File: src/rtl/dmem_access_unit.sv
// Load/store unit: runs one data-memory transaction per accepted request over a
// req/ack handshake, with byte-lane steering, load extension and error reporting.
module dmem_access_unit #(
    parameter int unsigned TIMEOUT = 15
) (
    input  logic        clk,
    input  logic        rstn,
    input  logic        start,
    input  logic        is_store,
    input  logic [1:0]  size,
    input  logic        load_unsigned,
    input  logic [31:0] addr,
    input  logic [31:0] wdata,
    output logic        busy,
    output logic        done,
    output logic [31:0] rdata,
    output logic        err_align,
    output logic        err_timeout,
    output logic        mem_req,
    output logic        mem_we,
    output logic [31:0] mem_addr,
    output logic [3:0]  mem_be,
    output logic [31:0] mem_wdata,
    input  logic [31:0] mem_rdata,
    input  logic        mem_ack
);

    localparam int unsigned CNT_W = 8;
    localparam int unsigned DW    = 32;

    typedef enum logic [1:0] {
        IDLE   = 2'd0,
        ACCESS = 2'd1,
        FINISH = 2'd2
    } state_t;

    state_t             state, state_n;
    logic [CNT_W-1:0]   cnt, cnt_n, cnt_inc_c;
    logic               req_store, req_store_n;
    logic [1:0]         req_size, req_size_n;
    logic               req_unsigned, req_unsigned_n;
    logic [1:0]         req_lane, req_lane_n;

    logic               busy_n, done_n, err_align_n, err_timeout_n;
    logic               mem_req_n, mem_we_n;
    logic [DW-1:0]      rdata_n, mem_addr_n, mem_wdata_n;
    logic [3:0]         mem_be_n;

    logic               misaligned_c;
    logic [3:0]         be_c;
    logic [DW-1:0]      store_data_c;
    logic [7:0]         load_byte_c;
    logic [15:0]        load_half_c;
    logic [DW-1:0]      load_data_c;

    // Request decode from the live inputs, used only in the acceptance cycle.
    always_comb begin
        misaligned_c = 1'b0;
        be_c         = 4'b0000;
        store_data_c = wdata;
        case (size)
            2'b00: begin
                be_c         = 4'b0001 << addr[1:0];
                store_data_c = {4{wdata[7:0]}};
            end
            2'b01: begin
                misaligned_c = addr[0];
                be_c         = 4'b0011 << {addr[1], 1'b0};
                store_data_c = {2{wdata[15:0]}};
            end
            2'b10: begin
                misaligned_c = (addr[1:0] != 2'b00);
                be_c         = 4'b1111;
            end
            default: misaligned_c = 1'b1;
        endcase
    end

    // Load-data lane select and extension from the latched request.
    always_comb begin
        case (req_lane)
            2'd0:    load_byte_c = mem_rdata[7:0];
            2'd1:    load_byte_c = mem_rdata[15:8];
            2'd2:    load_byte_c = mem_rdata[23:16];
            default: load_byte_c = mem_rdata[31:24];
        endcase
        load_half_c = req_lane[1] ? mem_rdata[31:16] : mem_rdata[15:0];
        case (req_size)
            2'b00:   load_data_c = {{24{~req_unsigned & load_byte_c[7]}}, load_byte_c};
            2'b01:   load_data_c = {{16{~req_unsigned & load_half_c[15]}}, load_half_c};
            default: load_data_c = mem_rdata;
        endcase
    end

    assign cnt_inc_c = cnt + CNT_W'(1);

    // Next-state and next-output logic.
    always_comb begin
        state_n        = state;
        cnt_n          = cnt;
        req_store_n    = req_store;
        req_size_n     = req_size;
        req_unsigned_n = req_unsigned;
        req_lane_n     = req_lane;
        busy_n         = busy;
        done_n         = 1'b0;
        rdata_n        = rdata;
        err_align_n    = err_align;
        err_timeout_n  = err_timeout;
        mem_req_n      = mem_req;
        mem_we_n       = mem_we;
        mem_addr_n     = mem_addr;
        mem_be_n       = mem_be;
        mem_wdata_n    = mem_wdata;

        case (state)
            IDLE: begin
                if (start) begin
                    req_store_n    = is_store;
                    req_size_n     = size;
                    req_unsigned_n = load_unsigned;
                    req_lane_n     = addr[1:0];
                    err_align_n    = 1'b0;
                    err_timeout_n  = 1'b0;
                    busy_n         = 1'b1;
                    if (misaligned_c) begin
                        state_n     = FINISH;
                        done_n      = 1'b1;
                        err_align_n = 1'b1;
                    end else begin
                        state_n     = ACCESS;
                        cnt_n       = '0;
                        mem_req_n   = 1'b1;
                        mem_we_n    = is_store;
                        mem_addr_n  = {addr[31:2], 2'b00};
                        mem_be_n    = be_c;
                        mem_wdata_n = store_data_c;
                    end
                end
            end
            ACCESS: begin
                // An ack in the final counted cycle takes priority over the timeout.
                if (mem_ack || (cnt_inc_c == CNT_W'(TIMEOUT))) begin
                    state_n     = FINISH;
                    done_n      = 1'b1;
                    mem_req_n   = 1'b0;
                    mem_we_n    = 1'b0;
                    mem_addr_n  = '0;
                    mem_be_n    = 4'b0000;
                    mem_wdata_n = '0;
                    if (mem_ack) begin
                        if (!req_store) begin
                            rdata_n = load_data_c;
                        end
                    end else begin
                        err_timeout_n = 1'b1;
                        cnt_n         = cnt_inc_c;
                    end
                end else begin
                    cnt_n = cnt_inc_c;
                end
            end
            FINISH: begin
                state_n = IDLE;
                busy_n  = 1'b0;
            end
            default: begin
                state_n = IDLE;
                busy_n  = 1'b0;
            end
        endcase
    end

    always_ff @(posedge clk) begin
        if (!rstn) begin
            state        <= IDLE;
            cnt          <= '0;
            req_store    <= 1'b0;
            req_size     <= 2'b00;
            req_unsigned <= 1'b0;
            req_lane     <= 2'b00;
            busy         <= 1'b0;
            done         <= 1'b0;
            rdata        <= '0;
            err_align    <= 1'b0;
            err_timeout  <= 1'b0;
            mem_req      <= 1'b0;
            mem_we       <= 1'b0;
            mem_addr     <= '0;
            mem_be       <= 4'b0000;
            mem_wdata    <= '0;
        end else begin
            state        <= state_n;
            cnt          <= cnt_n;
            req_store    <= req_store_n;
            req_size     <= req_size_n;
            req_unsigned <= req_unsigned_n;
            req_lane     <= req_lane_n;
            busy         <= busy_n;
            done         <= done_n;
            rdata        <= rdata_n;
            err_align    <= err_align_n;
            err_timeout  <= err_timeout_n;
            mem_req      <= mem_req_n;
            mem_we       <= mem_we_n;
            mem_addr     <= mem_addr_n;
            mem_be       <= mem_be_n;
            mem_wdata    <= mem_wdata_n;
        end
    end

endmodule

File: config.mk
export PLATFORM = sky130hd
export DESIGN_NAME = dmem_access_unit
export DESIGN_NICKNAME = d
export VERILOG_FILES = /design/src/rtl/dmem_access_unit.sv
export SDC_FILE = /design/constraint.sdc
export NUM_CORES = 1
export LEC_CHECK = 0
export CORE_MARGIN = 2
export CORE_UTILIZATION = 47
export DETAILED_ROUTE_END_ITERATION = 8
export PLACE_DENSITY = 0.85
export SYNTH_ARGS = -nofsm -noshare
export SYNTH_HDL_FRONTEND = slang
export SYNTH_SLANG_ARGS = --single-unit
File: constraint.sdc
create_clock -name clk -period 5.5 [get_ports clk]
set_clock_uncertainty 0.1 [all_clocks]
set_input_delay 0.825 -clock clk [delete_from_list [all_inputs] [get_ports clk]]
set_output_delay 0.825 -clock clk [all_outputs]
set_load 0.05 [all_outputs]
==> flow_metrics.env <==
export IMPL_drc=0
export IMPL_rsz0062_at_grt="no"
export IMPL_syn_cell_area_sq_um=5423
export IMPL_ant_nets=0
export IMPL_period_needed_ps=3266
export IMPL_via_per_inst=5.620
export IMPL_p_int_uw=1799
export IMPL_drv_cap=0
export IMPL_cp_end_kind="flip-flop"
export IMPL_hold_buffers=0
export IMPL_timing_final_crit_share=0.5938
export IMPL_max_freq_ghz=0.3062
export IMPL_grt_util_all_layers=0.2749
export IMPL_leakage_uw=0.002973
export IMPL_cp_max_fo=67
export IMPL_wire_per_inst_um=17.46
export IMPL_area_delta_synth_final_pct=48.57
export IMPL_io_pins=210
export IMPL_core_sq_um=11320
export IMPL_worst_slew_pin_slew_ps=1183
export IMPL_cts_sinks=120
export IMPL_cpPeakStageDelay_ps=760
export IMPL_power_switching_uw=776.7
export IMPL_h_tree_depth=4
export IMPL_syn_avg_cell_area_sq_um=8.179
export IMPL_dr_pass1_iters=5
export IMPL_design_final_nets=952
export IMPL_die_x_um=111.4
export IMPL_outcome="finished clean"
export IMPL_gp_congestion=0.8606
export IMPL_grtUsageMet2=0.4386
export IMPL_synth_seq_area_share=0.4430
export IMPL_drive_above_1_share=0.07683
export IMPL_synth_top_cell_area_share=0.4430
export IMPL_wl_um=17510
export IMPL_setup_violations=0
export IMPL_numCtsBuffers=17
export IMPL_whs_ps=359.0
export IMPL_num_vias=5637
export IMPL_start_util=0.4790
export IMPL_path_cells="clkdlybuf4s50_1 -> nor3_1 -> o21ai_2 -> a221oi_4 -> buf_4 -> o21ai_0"
export IMPL_layout_commonest_cell="clkdlybuf4s50_1"
export IMPL_hold_viol=0
export IMPL_synth_edf_count=0
export IMPL_drt_iter0_markers=541
export IMPL_drv_slew=0
export IMPL_grt_pass1_vias=5618
export IMPL_pwr_share_comb=0.193
export IMPL_grt_pass1_wl_um=27970
export IMPL_port_buffers=207
export IMPL_final_setup_tns_ps=0
export IMPL_crit_arrival_ps=3410
export IMPL_dp_hpwl_um=11890
export IMPL_rows=39
export IMPL_busiest_layer="met2"
export IMPL_dieHeight_um=111.4
export IMPL_synth_ff_type="dfxtp_1"
export IMPL_met3_usage=0.1056
export IMPL_required_ps=5640
export IMPL_clockPowerShare=0.439
export IMPL_maxSlewHeadroom=0.2115
export IMPL_antenna_found_initial=1
export IMPL_power_share_switching=0.3016
export IMPL_die_area_sq_um=12410
export IMPL_slowest_stage="clkdlybuf4s50_1"
export IMPL_clk_latency_ps=400
export IMPL_postSynthCellCount=663
export IMPL_nFillCells=849
export IMPL_seq_power_share=0.368
export IMPL_final_cell_mix="clkdlybuf4s50_1 (206), nand2_1 (162), dfxtp_1 (120)"
export IMPL_post_cts_resize_count=0
export IMPL_critPathLaunchType="primary input"
export IMPL_grt_util_met1=0.3345
export IMPL_synth_cell_types=51
export IMPL_post_cts_buffers=0
export IMPL_yosysTopAreaCell="dfxtp_1"
export IMPL_yosys_warnings=0
export IMPL_overflow=0
export IMPL_p_per_area_nw_per_um2=319.7
export IMPL_clock_path_buffers=2
export IMPL_synth_area_leaders="dfxtp_1 (44%), nand2_1 (11%), o21ai_0 (8.3%), mux2i_1 (5.4%), a21oi_1 (4.5%)"
export IMPL_hold_path_class="flip-flop to flip-flop"
export IMPL_synth_seq_cells=120
export IMPL_clockRootBuffer="clkbuf_16"
export IMPL_cts_clk_slew_worst_paths_ps=60
export IMPL_synthArstFlopShare=0
export IMPL_cts_tree="yes"
export IMPL_grt_max_degree=124
export IMPL_crit_type="primary input to flip-flop"
export IMPL_max_vdd_ir_drop_mv=0.2034
-- through the flow --
stage	cell area (sq um)	setup slack, ps	power (uW)	std cells	utilization
6_report	8056	2234	2575	1003	0.7116
4_1_cts	8054	2210	2580	1002	0.7114
2_1_floorplan	5426	3213	1265	664	-
3_5_place_dp	7453	1851	1455	970	0.6584
5_1_grt	8056	2065	2657	1003	0.7116
3_3_place_gp	7453	1991	1446	970	0.6584
-- cell usage after synthesis, types with 2 or more instances --
library cell and number:
dfxtp_1 120, mux2_2 4, o22ai_2 9, a221oi_1 4, a2bb2oi_1 4, nand2b_1 5, buf_12 3, a22oi_1 7
o21ai_0 90, buf_2 9, ha_1 2, nand3b_1 2, nor3_1 8, o211a_1 4, clkbuf_1 30, xnor2_1 2
buf_1 2, o211ai_1 3, a21oi_1 49, buf_4 2, clkbuf_2 3, a21boi_0 13, inv_1 15, o21ai_2 5
nand2_1 162, nor2b_1 7, nor2_1 22, a31oi_1 6, mux2i_1 29, o22ai_1 17, nand3_1 4, nand4b_1 2
-- worst max-delay path: cells and delay by family --
kind                   cells  cell delay, ps
AOI/OAI and AO/OA          3             730
buffers and inverters      2            1340
and+or+nand+nor            1             490
-- power by group through the flow --
stage	registers [uW]	logic, uW	clock network [uW]
global route	952	524	1180
CTS	946	495	1140
global placement	963	484	0
finish	947	497	1130
detailed placement	964	491	0
floorplan	1090	175	0
-- layout make-up --
| cell class | count | area (sq um) | area share |
|---|---|---|---|
| antenna | 1 | 2.502 | 0.0003106 |
| clock buffer | 18 | 439.2 | 0.05451 |
| clock inverter | 14 | 161.4 | 0.02003 |
| inverter | 16 | 60.06 | 0.007455 |
| multi-input combinational | 477 | 2690 | 0.3339 |
| sequential | 120 | 2402 | 0.2982 |
| tap | 143 | 178.9 | 0.02221 |
| timing repair buffer | 214 | 2122 | 0.2634 |
-- metal layers --
layer / wire length, um / part of all wire
met5: 0 / 0
met4: 564 / 0.032
met3: 1779 / 0.10
met2: 7995 / 0.46
met1: 7174 / 0.41
-- worst paths after layout --
| kind | cells after the start | from | slack, ps | end |
|---|---|---|---|---|
| worst max register to register | 7 | cnt[0]$_SDFFE_PN0P_ | 2710 | mem_wdata[7]$_SDFFE_PN0P_ |
| worst min-delay path | 2 | mem_addr[12]$_SDFFE_PN0P_ | 360 | mem_addr[12]$_SDFFE_PN0P_ |
| worst min register to register | 2 | mem_addr[12]$_SDFFE_PN0P_ | 360 | mem_addr[12]$_SDFFE_PN0P_ |
| worst max-delay path | 6 | size[0] | 2230 | mem_wdata[7]$_SDFFE_PN0P_ |
-- flip-flops by register name (all words and copies together) (netlist names), 2 cells and up --
register	flops
req_size	2
mem_be	4
state	2
mem_addr	30
req_lane	2
mem_wdata	32
cnt	8
rdata	32
-- kinds of logic (layout without fill, tap and decap cells) --
logic type / Yosys count / count (layout) / synth area share
simple gates: 223 / 223 / 0.1779
compound gates: 215 / 215 / 0.2425
flops: 120 / 120 / 0.4430
buf+inv: 67 / 262 / 0.06622
mux: 33 / 33 / 0.06184
fa+ha+maj: 2 / 2 / 0.004614
xor+xnor: 2 / 2 / 0.003231
other cells: 1 / 3 / 0.0006915
Note: power is estimated with default switching activity, not from simulation.
